<file path="config.mk">
export PLATFORM = sky130hd
export DESIGN_NAME = simd_p_accumulator_flat
export DESIGN_NICKNAME = d
export VERILOG_FILES = /design/src/rtl/simd_p_accumulator_if.sv /design/src/rtl/simd_p_accumulator.sv /design/src/flat_wrapper.sv
export SDC_FILE = /design/constraint.sdc
export NUM_CORES = 1
export LEC_CHECK = 0
export BUFFER_PORTS_ARGS = -buffer_cell sky130_fd_sc_hd__buf_2
export CORE_ASPECT_RATIO = 1.25
export CORE_UTILIZATION = 35
export DETAILED_ROUTE_END_ITERATION = 6
export PLACE_DENSITY = 0.55
export SYNTH_ARGS = -nofsm -noshare
export SYNTH_HDL_FRONTEND = slang
export SYNTH_SLANG_ARGS = --single-unit
</file>
<file path="constraint.sdc">
create_clock -name clk -period 19.9 [get_ports clk]
set_clock_uncertainty 0.2 [all_clocks]
set_input_delay 0.995 -clock clk [delete_from_list [all_inputs] [get_ports clk]]
set_output_delay 0.995 -clock clk [all_outputs]
set_load 0.02 [all_outputs]
</file>
<file path="src/rtl/simd_p_accumulator_if.sv">
// rtl/simd_p_accumulator_if.sv - control, beat-stream and result handshake bundle for simd_p_accumulator
interface simd_p_accumulator_if #(
    parameter int WIDTH = 32,
    parameter int LEN_W = 8
);
    logic [1:0]         use_simd;
    logic [LEN_W-1:0]   acc_len;
    logic               start;
    logic [WIDTH-1:0]   s;
    logic [WIDTH/8-1:0] s_carry;
    logic               in_valid;
    logic               in_ready;
    logic [WIDTH-1:0]   p;
    logic [WIDTH/8-1:0] p_ovf;
    logic               out_valid;
    logic               out_ready;
    logic               busy;
    logic               err_mode;

    modport master (
        output use_simd, acc_len, start, s, s_carry, in_valid, out_ready,
        input  in_ready, p, p_ovf, out_valid, busy, err_mode
    );

    modport slave (
        input  use_simd, acc_len, start, s, s_carry, in_valid, out_ready,
        output in_ready, p, p_ovf, out_valid, busy, err_mode
    );
endinterface

</file>
<file path="src/rtl/simd_p_accumulator.sv">
// rtl/simd_p_accumulator.sv - lane-wise SIMD accumulator of ALU sums into P with sticky per-lane overflow
module simd_p_accumulator #(
    parameter int WIDTH = 32,
    parameter int LEN_W = 8
) (
    input logic              clk,
    input logic              rst_n,
    simd_p_accumulator_if.slave bus
);
    typedef enum logic [1:0] {
        ST_IDLE   = 2'd0,
        ST_ACCUM  = 2'd1,
        ST_OUTPUT = 2'd2
    } state_t;

    localparam logic [1:0] MODE_1X32 = 2'b00;
    localparam logic [1:0] MODE_2X16 = 2'b01;
    localparam logic [1:0] MODE_4X8  = 2'b10;
    localparam logic [1:0] MODE_BAD  = 2'b11;

    state_t             state_r;
    state_t             state_nxt;
    logic [1:0]         mode_r;
    logic [LEN_W:0]     len_r;
    logic [LEN_W:0]     cnt_r;
    logic [LEN_W:0]     cnt_inc;
    logic [WIDTH-1:0]   p_r;
    logic [3:0]         ovf_r;
    logic               err_r;

    logic               start_fire;
    logic               start_legal;
    logic               beat_fire;
    logic               last_beat;
    logic               in_ready_c;

    logic [3:0]         lane_brk;
    logic [3:0]         top_mask;
    logic [3:0]         byte_carry;
    logic [WIDTH-1:0]   sum_word;

    assign start_fire  = (state_r == ST_IDLE) && bus.start;
    assign start_legal = bus.use_simd != MODE_BAD;
    assign beat_fire   = bus.in_valid && in_ready_c;
    assign cnt_inc     = cnt_r + 1'b1;
    assign last_beat   = beat_fire && (cnt_inc == len_r);

    // lane_brk[b] kills the carry entering byte b; top_mask marks each lane's top byte
    always_comb begin
        lane_brk = 4'b0000;
        top_mask = 4'b1000;
        case (mode_r)
            MODE_2X16: begin lane_brk = 4'b0100; top_mask = 4'b1010; end
            MODE_4X8:  begin lane_brk = 4'b1110; top_mask = 4'b1111; end
            default:   begin lane_brk = 4'b0000; top_mask = 4'b1000; end
        endcase
    end

    always_comb begin
        logic       c;
        logic [8:0] bsum;
        c          = 1'b0;
        bsum       = 9'd0;
        sum_word   = '0;
        byte_carry = 4'b0000;
        for (int b = 0; b < 4; b++) begin
            c             = c & ~lane_brk[b];
            bsum          = {1'b0, p_r[8*b +: 8]} + {1'b0, bus.s[8*b +: 8]} + {8'd0, c};
            sum_word[8*b +: 8] = bsum[7:0];
            byte_carry[b] = bsum[8];
            c             = bsum[8];
        end
    end

    always_ff @(posedge clk or negedge rst_n) begin
        if (!rst_n) begin
            state_r <= ST_IDLE;
        end else begin
            state_r <= state_nxt;
        end
    end

    always_comb begin
        state_nxt  = state_r;
        in_ready_c = 1'b0;
        case (state_r)
            ST_IDLE: begin
                if (start_fire && start_legal) begin
                    state_nxt = ST_ACCUM;
                end
            end
            ST_ACCUM: begin
                in_ready_c = 1'b1;
                if (last_beat) begin
                    state_nxt = ST_OUTPUT;
                end
            end
            ST_OUTPUT: begin
                if (bus.out_ready) begin
                    state_nxt = ST_IDLE;
                end
            end
            default: state_nxt = ST_IDLE;
        endcase
    end

    always_ff @(posedge clk or negedge rst_n) begin
        if (!rst_n) begin
            mode_r <= MODE_1X32;
            len_r  <= '0;
            cnt_r  <= '0;
            p_r    <= '0;
            ovf_r  <= 4'b0000;
            err_r  <= 1'b0;
        end else begin
            if (start_fire && start_legal) begin
                mode_r <= bus.use_simd;
                len_r  <= (bus.acc_len == '0) ? {{LEN_W{1'b0}}, 1'b1} : {1'b0, bus.acc_len};
                cnt_r  <= '0;
                p_r    <= '0;
                ovf_r  <= 4'b0000;
            end
            if (start_fire && !start_legal) begin
                err_r <= 1'b1;
            end
            // Overflow is sticky and only ever lands on a lane's top byte slot
            if (beat_fire) begin
                p_r   <= sum_word;
                ovf_r <= ovf_r | ((byte_carry | bus.s_carry) & top_mask);
                cnt_r <= cnt_inc;
            end
        end
    end

    assign bus.in_ready  = in_ready_c;
    assign bus.out_valid = state_r == ST_OUTPUT;
    assign bus.busy      = state_r != ST_IDLE;
    assign bus.p         = p_r;
    assign bus.p_ovf     = ovf_r;
    assign bus.err_mode  = err_r;
endmodule

</file>
<file path="src/flat_wrapper.sv">
// flat-port wrapper written by rule: the top's interface ports become plain ports
module simd_p_accumulator_flat 
#(
    parameter int WIDTH = 32,
    parameter int LEN_W = 8
)
  (clk, rst_n, bus_use_simd, bus_acc_len, bus_start, bus_s, bus_s_carry, bus_in_valid, bus_out_ready, bus_in_ready, bus_p, bus_p_ovf, bus_out_valid, bus_busy, bus_err_mode);
  simd_p_accumulator_if #(.WIDTH(WIDTH), .LEN_W(LEN_W)) bus_i ();
  input logic clk;
  input logic rst_n;
  input wire logic [$bits(bus_i.use_simd)-1:0] bus_use_simd;
  input wire logic [$bits(bus_i.acc_len)-1:0] bus_acc_len;
  input wire logic [$bits(bus_i.start)-1:0] bus_start;
  input wire logic [$bits(bus_i.s)-1:0] bus_s;
  input wire logic [$bits(bus_i.s_carry)-1:0] bus_s_carry;
  input wire logic [$bits(bus_i.in_valid)-1:0] bus_in_valid;
  input wire logic [$bits(bus_i.out_ready)-1:0] bus_out_ready;
  output wire logic [$bits(bus_i.in_ready)-1:0] bus_in_ready;
  output wire logic [$bits(bus_i.p)-1:0] bus_p;
  output wire logic [$bits(bus_i.p_ovf)-1:0] bus_p_ovf;
  output wire logic [$bits(bus_i.out_valid)-1:0] bus_out_valid;
  output wire logic [$bits(bus_i.busy)-1:0] bus_busy;
  output wire logic [$bits(bus_i.err_mode)-1:0] bus_err_mode;
  assign bus_i.use_simd = bus_use_simd;
  assign bus_i.acc_len = bus_acc_len;
  assign bus_i.start = bus_start;
  assign bus_i.s = bus_s;
  assign bus_i.s_carry = bus_s_carry;
  assign bus_i.in_valid = bus_in_valid;
  assign bus_i.out_ready = bus_out_ready;
  assign bus_in_ready = bus_i.in_ready;
  assign bus_p = bus_i.p;
  assign bus_p_ovf = bus_i.p_ovf;
  assign bus_out_valid = bus_i.out_valid;
  assign bus_busy = bus_i.busy;
  assign bus_err_mode = bus_i.err_mode;
  simd_p_accumulator #(.WIDTH(WIDTH), .LEN_W(LEN_W)) u_core (.clk(clk), .rst_n(rst_n), .bus(bus_i));
endmodule
</file>
==> results of run 1 <==
metrics by stage:
step | hold slack, ns | utilization (%) | instance area [µm²]
after global routing | 0.298 | 44.9 | 4820
after CTS | 0.276 | 44.9 | 4820
final | 0.272 | 44.9 | 4820
after floorplan | 0.266 | - | 3920
after global placement | 0.256 | 41.7 | 4470
after detailed placement | 0.264 | 41.7 | 4470
sequential cells by signal, indices dropped and copies added (netlist names):
register,count
u_core.len_r,8
u_core.bus.p,32
u_core.mode_r,2
u_core.bus.err_mode,1
u_core.bus.p_ovf,4
u_core.cnt_r,9
u_core.state_r,2
metal layers:
layer / routed length, µm / vias to the layer above / GRT usage [%]
met5: 0 / - / 0
met4: 178 / 0 / 6.72
met3: 401 / 11 / 4.10
met2: 4810 / 65 / 29.4
met1: 4190 / 1628 / 20.9
li1: - / 1673 / -
synthesized netlist by cell type, drive strengths merged, types with 3 or more instances:
| cell type | n | area, µm² |
|---|---|---|
| a2111oi | 3 | 45.1 |
| a32o | 11 | 110 |
| a211oi | 3 | 22.5 |
| xnor2 | 10 | 87.6 |
| o21bai | 3 | 22.5 |
| mux2 | 7 | 78.8 |
| o31ai | 10 | 75.1 |
| nand2 | 38 | 143 |
| a21oi | 9 | 48.8 |
| nor4 | 3 | 18.8 |
| fa | 7 | 140 |
| nand3 | 10 | 85.1 |
| buf | 6 | 56.3 |
| a22o | 4 | 35.0 |
| clkbuf | 9 | 33.8 |
| a21boi | 10 | 75.1 |
| o21a | 4 | 30.0 |
| nor2 | 36 | 135 |
| ha | 31 | 388 |
| or2 | 4 | 25.0 |
| o21ai | 48 | 240 |
| or3 | 10 | 62.6 |
| a31oi | 5 | 31.3 |
| dfrtp | 58 | 1450 |
| inv | 30 | 113 |
| xor2 | 9 | 78.8 |
| o221ai | 3 | 26.3 |
| nor2b | 7 | 43.8 |
| nor3 | 6 | 30.0 |
| and3 | 3 | 20.0 |
where the power goes:
group          internal, W  switching, W
Combinational     0.000168      0.000225
Sequential        0.000170     0.0000487
Clock             0.000129     0.0000550
Total             0.000467      0.000328
layout by cell type (no fill, tap or decap), types with 5 or more instances in the layout:
master / instances
o21ai_1: 8
a32o_1: 11
a31oi_1: 5
inv_1: 30
xor2_1: 9
dfrtp_1: 58
buf_2: 90
nor2_1: 36
o31ai_1: 10
fa_1: 7
clkbuf_16: 9
a21oi_1: 8
nor3_1: 6
nand2_1: 38
a21boi_0: 6
ha_1: 31
or3_1: 10
nor2b_1: 7
o21ai_0: 40
nand3_1: 6
mux2_2: 7
xnor2_1: 10
critical path, delay by kind of cell:
kind | cells | cell delay, ns
AOI/OAI and AO/OA | 20 | 3.49
buffers and inverters | 2 | 0.14
and+or+nand+nor | 4 | 0.50
adders and majority gates | 8 | 3.05
worst paths after layout:
kind | startpoint | to | slack, ns | cells past startpoint
worst max register to register | u_core.bus.p[0] | u_core.bus.p[30] | 12.09 | 33
worst max-delay path | bus_s[0] | u_core.bus.p[30] | 11.73 | 34
max in group asynchronous | rst_n | u_core.bus.p[23] | 18.35 | 2
min in group asynchronous | rst_n | u_core.bus.p[20] | 0.60 | 2
worst min-delay path | u_core.bus.err_mode | u_core.bus.err_mode | 0.27 | 1
worst min register to register | u_core.bus.err_mode | u_core.bus.err_mode | 0.27 | 1
cell families (layout without fill, tap and decap cells):
logic type	Yosys count	in the layout	synth area share [%]
XOR/XNOR	19	19	4.25
AO/OA/AOI/OAI	122	122	21.4
multiplexers	8	8	2.59
adder cells (fa/ha/maj)	38	38	13.5
flip-flops	58	58	37.0
buffers and inverters	45	139	5.17
AND/OR/NAND/NOR	124	124	16.1
cell type report:
type                    count  area share, %
clock inverters             5           2.08
inverters                  30           2.34
clock buffers              11           5.25
repair buffers             93           9.82
multi-input cells         311           47.0
flip-flops and latches     58           30.1
well taps                 132           3.43
==> flow_metrics.py, run 1 <==
metrics = {
    "die": {
        "die_x_um": 96.6,
        "core-area_mm2": 0.0107,
        "die_y_um": 120,
        "initial_utilization_pct": 36.5,
        "num_io_pins": 91,
        "num_rows": 42,
        "die_area_mm2": 0.0116,
    },
    "finish": {
        "diodes": 0,
        "area_growth_pct": 23.0,
        "layout.nets": 592,
        "final_layout_size_suffix_gt1_share_pct": 25.6,
        "multiInputGateArea_mm2": 0.00226,
        "final_cells": 640,
        "seq_area_mm2": 0.00145,
        "n_fill_cell": 1071,
    },
    "worst_hold_path": {
        "min_path_type": "reg2reg",
    },
    "cts": {
        "clkLatencyLatePin_ns": 0.32,
        "cts_tree": "yes",
        "cts.sinks": 58,
        "cts_resized": 0,
        "cts_inserted_buffers": 9,
        "post_cts.repair.setup_buffers": 0,
        "hold_buffers": 0,
        "cts_max_path_buffers": 2,
        "cts.htree.levels": 3,
        "clkTransAtPathRegs_ns": 0.05,
        "clockRootBuffer": "clkbuf_16",
    },
    "route": {
        "drc": 0,
        "totalWireLength_um": 9580,
        "postRouteAntennaNets": 0,
        "via_per_inst": 5.28,
        "wl_per_cell_um": 15.0,
        "firstDrtPassIters": 4,
        "num_vias": 3377,
        "dr.first_iter.drc_count": 82,
    },
    "placed_design": {
        "globalplace.congestion": 0.793,
        "portBuffers": 90,
        "dpl.cell_count": 624,
        "hpwlAfterDp_um": 6890,
        "dp_worst_setup_slack_ns": 11.41,
    },
    "logic_synthesis": {
        "synth_cell_type_count": 54,
        "synthFlopType": "dfrtp_1",
        "syn-cell-area_mm2": 0.00392,
        "async_flop_share_pct": 100,
        "ys_ff_latch": 58,
        "synth-seq-area-share_pct": 37.0,
        "syn_nets": 503,
        "postSynthAreaPerCell_um2": 9.46,
        "synth_edf_count": 0,
        "yosys_warnings": 0,
        "syn_inst": 414,
    },
    "global_routing": {
        "grt_overflow": 0,
        "grt_usage_pct": 17.2,
        "grt_pass1_vias": 3280,
        "grt_pass1_wl_um": 15900,
        "grt_max_degree": 59,
        "antenna_found_initial": 0,
    },
    "critical_path": {
        "crit_type": "in2reg",
        "cp.arrival_ns": 8.18,
        "worst_setup_path_start_kind": "primary input",
        "crit_top_cell": "fa_1",
        "endpoint_kind": "register",
        "cpPeakStageDelay_ns": 0.42,
        "slowest_stage": "fa_1",
        "crit_fanout": 3,
        "required_ns": 19.91,
    },
    "timing": {
        "setup_viol": 0,
        "rsz0062_at_grt": "no",
        "worstMarginPinSlew_ns": 0.982,
        "slew_headroom_pct": 34.6,
        "finalSetupTns_ns": 0,
        "min_period_over_period_pct": 41.1,
        "fmax_mhz": 122,
        "fin_crit_ns": 8.17,
        "hold_viol_final": 0,
        "fin_ws_ns": 11.73,
        "slew_viol_final": 0,
    },
    "power_and_ir_drop": {
        "p_per_area_mw_per_mm2": 165,
        "vdd_drop_max_uv": 66.6,
        "power.total_w": 0.000795,
        "leakagePower_nw": 2.28,
    },
    "job": {
        "max_cap_viol_count": 0,
    },
    "status": {
        "status": "finished clean",
    },
}
Note: power is estimated with default switching activity, not from simulation.
==> inputs of run 2 (changes only) <==
--- a/config.mk
+++ b/config.mk
@@ -9,7 +9,7 @@
 export CORE_ASPECT_RATIO = 1.25
 export CORE_UTILIZATION = 35
 export DETAILED_ROUTE_END_ITERATION = 6
-export PLACE_DENSITY = 0.55
+export PLACE_DENSITY = 0.57
 export SYNTH_ARGS = -nofsm -noshare
 export SYNTH_HDL_FRONTEND = slang
 export SYNTH_SLANG_ARGS = --single-unit
==> constraint.sdc (replaced) <==
create_clock -name clk -period 7.4 [get_ports clk]
set_clock_uncertainty 0.2 [all_clocks]
set_input_delay 0.37 -clock clk [delete_from_list [all_inputs] [get_ports clk]]
set_output_delay 0.37 -clock clk [all_outputs]
set_load 0.02 [all_outputs]
==> run 2 against run 1 <==
Non-clock buffer count increased by 8; sequential share of layout area decreased by 0.22 points; worst hold slack worse by 0.27 ns; final area grew 0.73%; largest power group unchanged.
==> flow_metrics.py, run 2 (synthesis results as in run 1) <==
metrics = {
    "finish": {
        "n_fill_cell": 1074,
        "final_common_cell": "buf_2",
        "final_layout_size_suffix_gt1_share_pct": 28.5,
        "mostFrequentLayoutCells": "buf_2 (90), dfrtp_1 (58), o21ai_0 (40)",
        "final_core_util_pct": 45.3,
        "seq_area_mm2": 0.00145,
        "area_growth_pct": 23.9,
        "design_area_mm2": 0.00485,
        "multiInputGateArea_mm2": 0.00230,
        "layout.nets": 600,
        "largest_reg_flops": 32,
    },
    "cts": {
        "cts.sinks": 58,
        "cts_tree": "yes",
        "clkLatencyLatePin_ns": 0.32,
        "clkTransAtPathRegs_ns": 0.05,
        "post_cts.repair.setup_buffers": 0,
        "hold_buffers": 0,
        "cts.htree.levels": 3,
        "clockRootBuffer": "clkbuf_16",
        "cts_max_path_buffers": 2,
        "cts_inserted_buffers": 9,
    },
    "route": {
        "firstDrtPassIters": 5,
        "dr.first_iter.drc_count": 193,
        "drc": 0,
        "wl_per_cell_um": 15.0,
        "postRouteAntennaNets": 0,
        "num_vias": 3408,
        "totalWireLength_um": 9730,
        "via_per_inst": 5.25,
    },
    "timing": {
        "min_period_over_period_pct": 92.6,
        "slew_headroom_pct": 39.9,
        "hold_viol_final": 0,
        "setup_viol": 0,
        "fin_crit_ns": 6.85,
        "worstMarginPinSlew_ns": 0.901,
        "slew_viol_final": 0,
        "fin_ws_ns": 0.546,
        "fmax_mhz": 146,
    },
    "global_routing": {
        "grt_pass1_vias": 3504,
        "grt_usage_pct": 17.7,
        "antenna_found_initial": 0,
        "grt_pass1_wl_um": 16500,
        "grt_overflow": 0,
        "grt_max_degree": 59,
    },
    "placed_design": {
        "dp_worst_setup_slack_ns": -0.144,
        "portBuffers": 90,
        "globalplace.congestion": 0.777,
        "placed_area_mm2": 0.00453,
        "hpwlAfterDp_um": 6970,
    },
    "power_and_ir_drop": {
        "power.total_w": 0.00210,
        "vdd_drop_max_uv": 179,
        "leakagePower_nw": 2.28,
        "p_per_area_mw_per_mm2": 433,
    },
    "die": {
        "die_y_um": 120,
        "die_x_um": 96.6,
        "die_area_mm2": 0.0116,
        "core-area_mm2": 0.0107,
        "initial_utilization_pct": 36.5,
        "num_rows": 42,
        "num_io_pins": 91,
    },
    "critical_path": {
        "worst_setup_path_start_kind": "register",
        "crit_type": "reg2reg",
        "cp.arrival_ns": 6.86,
        "required_ns": 7.40,
        "endpoint_kind": "register",
        "slowest_stage": "fa_1",
        "crit_fanout": 3,
        "cpPeakStageDelay_ns": 0.40,
    },
    "status": {
        "status": "finished clean",
    },
    "job": {
        "max_cap_viol_count": 0,
    },
    "worst_hold_path": {
        "min_path_type": "in2async",
    },
}
[run 2: changes by cell type in the layout (fill, tap and decap cells not counted), moves of 2 or more]
cell,previous run,this run
clkinv_2,2,4
bufinv_16,3,1
o221ai_1,3,0
clkbuf_8,2,0
fa_1,7,2
fa_2,0,5
a21boi_1,4,6
a21boi_2,0,2
buf_4,3,11
o221ai_2,0,3
a21boi_0,6,2
[run 2: repair_timing]
action	in CTS	in global routing
gates resized for setup	2	12
setup endpoints to repair	1	6
pin swaps	1	6
[run 2: worst paths after layout]
path | start | endpoint | slack, ns | cells after the start
worst min-delay path | rst_n | u_core.bus.p[31] | 0.007 | 2
worst max-delay path | u_core.bus.p[0] | u_core.bus.p[30] | 0.55 | 33
worst max register to register | u_core.bus.p[0] | u_core.bus.p[30] | 0.55 | 33
max in group asynchronous | rst_n | u_core.bus.p[20] | 6.49 | 2
worst min register to register | u_core.bus.err_mode | u_core.bus.err_mode | 0.26 | 1
min in group clk | bus_out_ready | u_core.state_r[1] | 0.03 | 2
[run 2: stage by stage]
stage / cells / hold WS (ns) / setup TNS [ns]
after floorplan: 414 / -0.126 / 0
after global placement: 632 / 0.256 / 0
after detailed placement: 632 / 0.261 / -0.144
after CTS: 648 / 0.0113 / 0
after global routing: 648 / 0.0294 / -0.00243
final: 649 / 0.00677 / 0
[run 2: layer usage]
metal	GRT usage [%]	wire length [µm]	vias up
met5	0	0	-
met4	6.44	142	0
met3	4.80	479	11
met2	30.1	4760	63
met1	21.5	4340	1648
li1	-	-	1686
[run 2: area by class of cell]
type	count	area share [%]
Tap cell	132	3.40
Multi-Input combinational cell	311	47.4
Clock inverter	6	1.19
Timing Repair Buffer	101	11.0
Sequential cell	58	29.9
Antenna cell	1	0.0516
Inverter	30	2.32
Clock buffer	10	4.72
[run 2: critical path, delay by kind of cell, from the launching register on]
kind / cells / cell delay (ns)
adders and majority gates: 8 / 2.78
and+or+nand+nor: 4 / 0.46
AOI/OAI and AO/OA: 20 / 2.85
DFF: 1 / 0.37
buffers and inverters: 1 / 0.06
[run 2: power breakdown]
group	internal, W	total (W)	leakage [nW]	switching (W)
clock	0.000258	0.000401	0.142	0.000143
sequential	0.000458	0.000588	0.720	0.000130
combinational	0.000485	0.00111	1.42	0.000627
==> inputs of run 3 (changes only) <==
--- a/config.mk
+++ b/config.mk
@@ -9,7 +9,7 @@
 export CORE_ASPECT_RATIO = 1.25
 export CORE_UTILIZATION = 35
 export DETAILED_ROUTE_END_ITERATION = 6
-export PLACE_DENSITY = 0.57
+export PLACE_DENSITY = 0.55
 export SYNTH_ARGS = -nofsm -noshare
 export SYNTH_HDL_FRONTEND = slang
 export SYNTH_SLANG_ARGS = --single-unit
==> constraint.sdc (replaced) <==
create_clock -name clk -period 6.82 [get_ports clk]
set_clock_uncertainty 0.2 [all_clocks]
set_input_delay 0.341 -clock clk [delete_from_list [all_inputs] [get_ports clk]]
set_output_delay 0.341 -clock clk [all_outputs]
set_load 0.02 [all_outputs]
==> run 3 against run 2 <==
The flow now finishes with violations (negative hold slack); sequential power increased by 8.8%; routed wire length increased by 3.2%; via count increased by 1.4%; cell count increased by 1.5%; worst hold slack got worse by 0.032 ns; first-iteration DRC count decreased by 61%; clock power increased by 11%; global-route usage increased by 0.59 points; register-to-register slack got worse by 0.36 ns; die area unchanged; final area increased by 3.2%; maximum frequency increased by 3.4%; critical path type unchanged; critical endpoint unchanged.
==> flow_metrics.py, run 3 (synthesis results as in run 1) <==
metrics = {
    "finish": {
        "diodes": 0,
        "final_layout_size_suffix_gt1_share_pct": 33.2,
        "multiInputGateArea_mm2": 0.00237,
        "layout.nets": 612,
        "final_common_cell": "buf_2",
        "n_fill_cell": 1065,
        "area_growth_pct": 27.9,
        "largest_reg_flops": 32,
        "mostFrequentLayoutCells": "buf_2 (90), dfrtp_1 (57), nand2_1 (38)",
        "design_area_mm2": 0.00501,
        "final_cells": 659,
        "seq_area_mm2": 0.00145,
    },
    "timing": {
        "min_period_over_period_pct": 97.2,
        "holdWs_ns": -0.0248,
        "fin_ws_ns": 0.189,
        "hold_viol_final": 46,
        "fin_crit_ns": 6.63,
        "worstMarginPinSlew_ns": 0.928,
        "slew_viol_final": 0,
        "rsz0062_at_grt": "yes",
        "slew_headroom_pct": 38.1,
        "fmax_mhz": 151,
        "setup_viol": 0,
    },
    "route": {
        "route.met3.wl_um": 433,
        "highest_layer": "met4",
        "drc": 0,
        "route.met2.wl_um": 5030,
        "dr.first_iter.drc_count": 75,
        "num_vias": 3457,
        "totalWireLength_um": 10000,
        "m1WireLength_um": 4390,
        "postRouteAntennaNets": 0,
        "via_per_inst": 5.25,
        "wl_per_cell_um": 15.2,
        "firstDrtPassIters": 4,
    },
    "critical_path": {
        "r2r_cells": 33,
        "crit_top_cell": "fa_2",
        "cp.arrival_ns": 6.65,
        "slowest_stage": "fa_2",
        "worst_setup_path_start_kind": "register",
        "crit_type": "reg2reg",
        "endpoint_kind": "register",
        "required_ns": 6.84,
        "worst-path-buf-inv": 1,
        "r2r_end": "u_core.bus.p[30]",
        "regToRegSetupSlack_ns": 0.19,
        "cp_top_family": "adder cells",
        "cpPeakStageDelay_ns": 0.41,
        "regToRegStartpoint": "u_core.bus.p[0]",
        "crit_fanout": 2,
    },
    "die": {
        "die_area_mm2": 0.0116,
        "core-area_mm2": 0.0107,
        "num_io_pins": 91,
        "num_rows": 42,
        "initial_utilization_pct": 36.5,
        "die_x_um": 96.6,
        "die_y_um": 120,
    },
    "cts": {
        "clockRootBuffer": "clkbuf_16",
        "cts.sinks": 58,
        "cts.htree.levels": 3,
        "cts_tree": "yes",
        "clkLatencyLatePin_ns": 0.33,
        "cts_max_path_buffers": 2,
        "cts_inserted_buffers": 9,
        "clkTransAtPathRegs_ns": 0.05,
    },
    "placed_design": {
        "placed_area_mm2": 0.00459,
        "dp_worst_setup_slack_ns": -0.343,
        "hpwlAfterDp_um": 7120,
        "dpl.cell_count": 638,
        "globalplace.congestion": 0.739,
        "portBuffers": 90,
    },
    "worst_hold_path": {
        "min_path_type": "in2async",
    },
    "global_routing": {
        "grt_usage_pct": 18.3,
        "grt_max_degree": 59,
        "antenna_found_initial": 0,
        "grt_pass1_wl_um": 16900,
        "grt_overflow": 0,
        "grt_pass1_vias": 3502,
    },
    "status": {
        "status": "finished, violations left",
        "violations": "negative hold slack",
    },
    "power_and_ir_drop": {
        "power.total_w": 0.00237,
        "vdd_drop_max_uv": 180,
        "leakagePower_nw": 2.35,
        "p_per_area_mw_per_mm2": 473,
    },
    "job": {
        "max_cap_viol_count": 0,
    },
}
[run 3: cell count changes in the layout (fill, tap and decap cells not counted), sizes merged]
cell,change
buf,+11
clkbuf,+2
clkinv,-2
clkinvlp,-1
diode,-1
dlygate4sd3,+1
[run 3: cell type report]
| class | count | share of cell area [%] |
|---|---|---|
| tap | 132 | 3.30 |
| sequential | 58 | 29.0 |
| timing repair buffer | 113 | 12.5 |
| multi-input combinational | 311 | 47.3 |
| inverter | 30 | 2.25 |
| clock inverter | 3 | 0.799 |
| clock buffer | 12 | 4.92 |
[run 3: worst max path at each step]
stage / cells after the start / slack (ns) / start / endpoint
finish: 33 / 0.19 / u_core.bus.p[0] / u_core.bus.p[30]
global route: 33 / -0.16 / u_core.bus.p[0] / u_core.bus.p[30]
CTS: 33 / 0.02 / u_core.bus.p[0] / u_core.bus.p[30]
detailed placement: 34 / -0.34 / bus_s[0] / u_core.bus.p[30]
global placement: 34 / -0.15 / bus_s[0] / u_core.bus.p[30]
floorplan: 33 / 0.02 / u_core.bus.p[0] / u_core.bus.p[30]
[run 3: layer usage]
metal	track usage, %	vias to the layer above
li1	-	1709
met1	21.6	1670
met2	31.8	67
met3	3.93	11
met4	8.02	0
met5	0	-
[run 3: metrics by stage]
stage / TNS [ns] / hold slack, ns / utilization (%)
6_report: 0 / -0.0248 / 46.7
5_1_grt: -0.259 / 0.0515 / 46.7
4_1_cts: 0 / 0.0101 / 46.0
3_5_place_dp: -0.777 / 0.261 / 42.8
3_3_place_gp: -0.247 / 0.256 / 42.8
2_1_floorplan: 0 / -0.155 / -
[run 3: power by group]
group	leakage, nW	internal, W	switching, W
clock network	0.142	0.000289	0.000155
registers	0.719	0.000497	0.000143
logic	1.49	0.000579	0.000707
total	2.35	0.00137	0.00100
[run 3: timing repair]
action / 4_1_cts / 5_1_grt
endpoints found under the hold margin: 1 / 0
pin swaps: 10 / 17
hold buffers: 1 / 0
resized for setup: 12 / 17
setup buffers: 3 / 2
endpoints found under the setup margin: 5 / 5
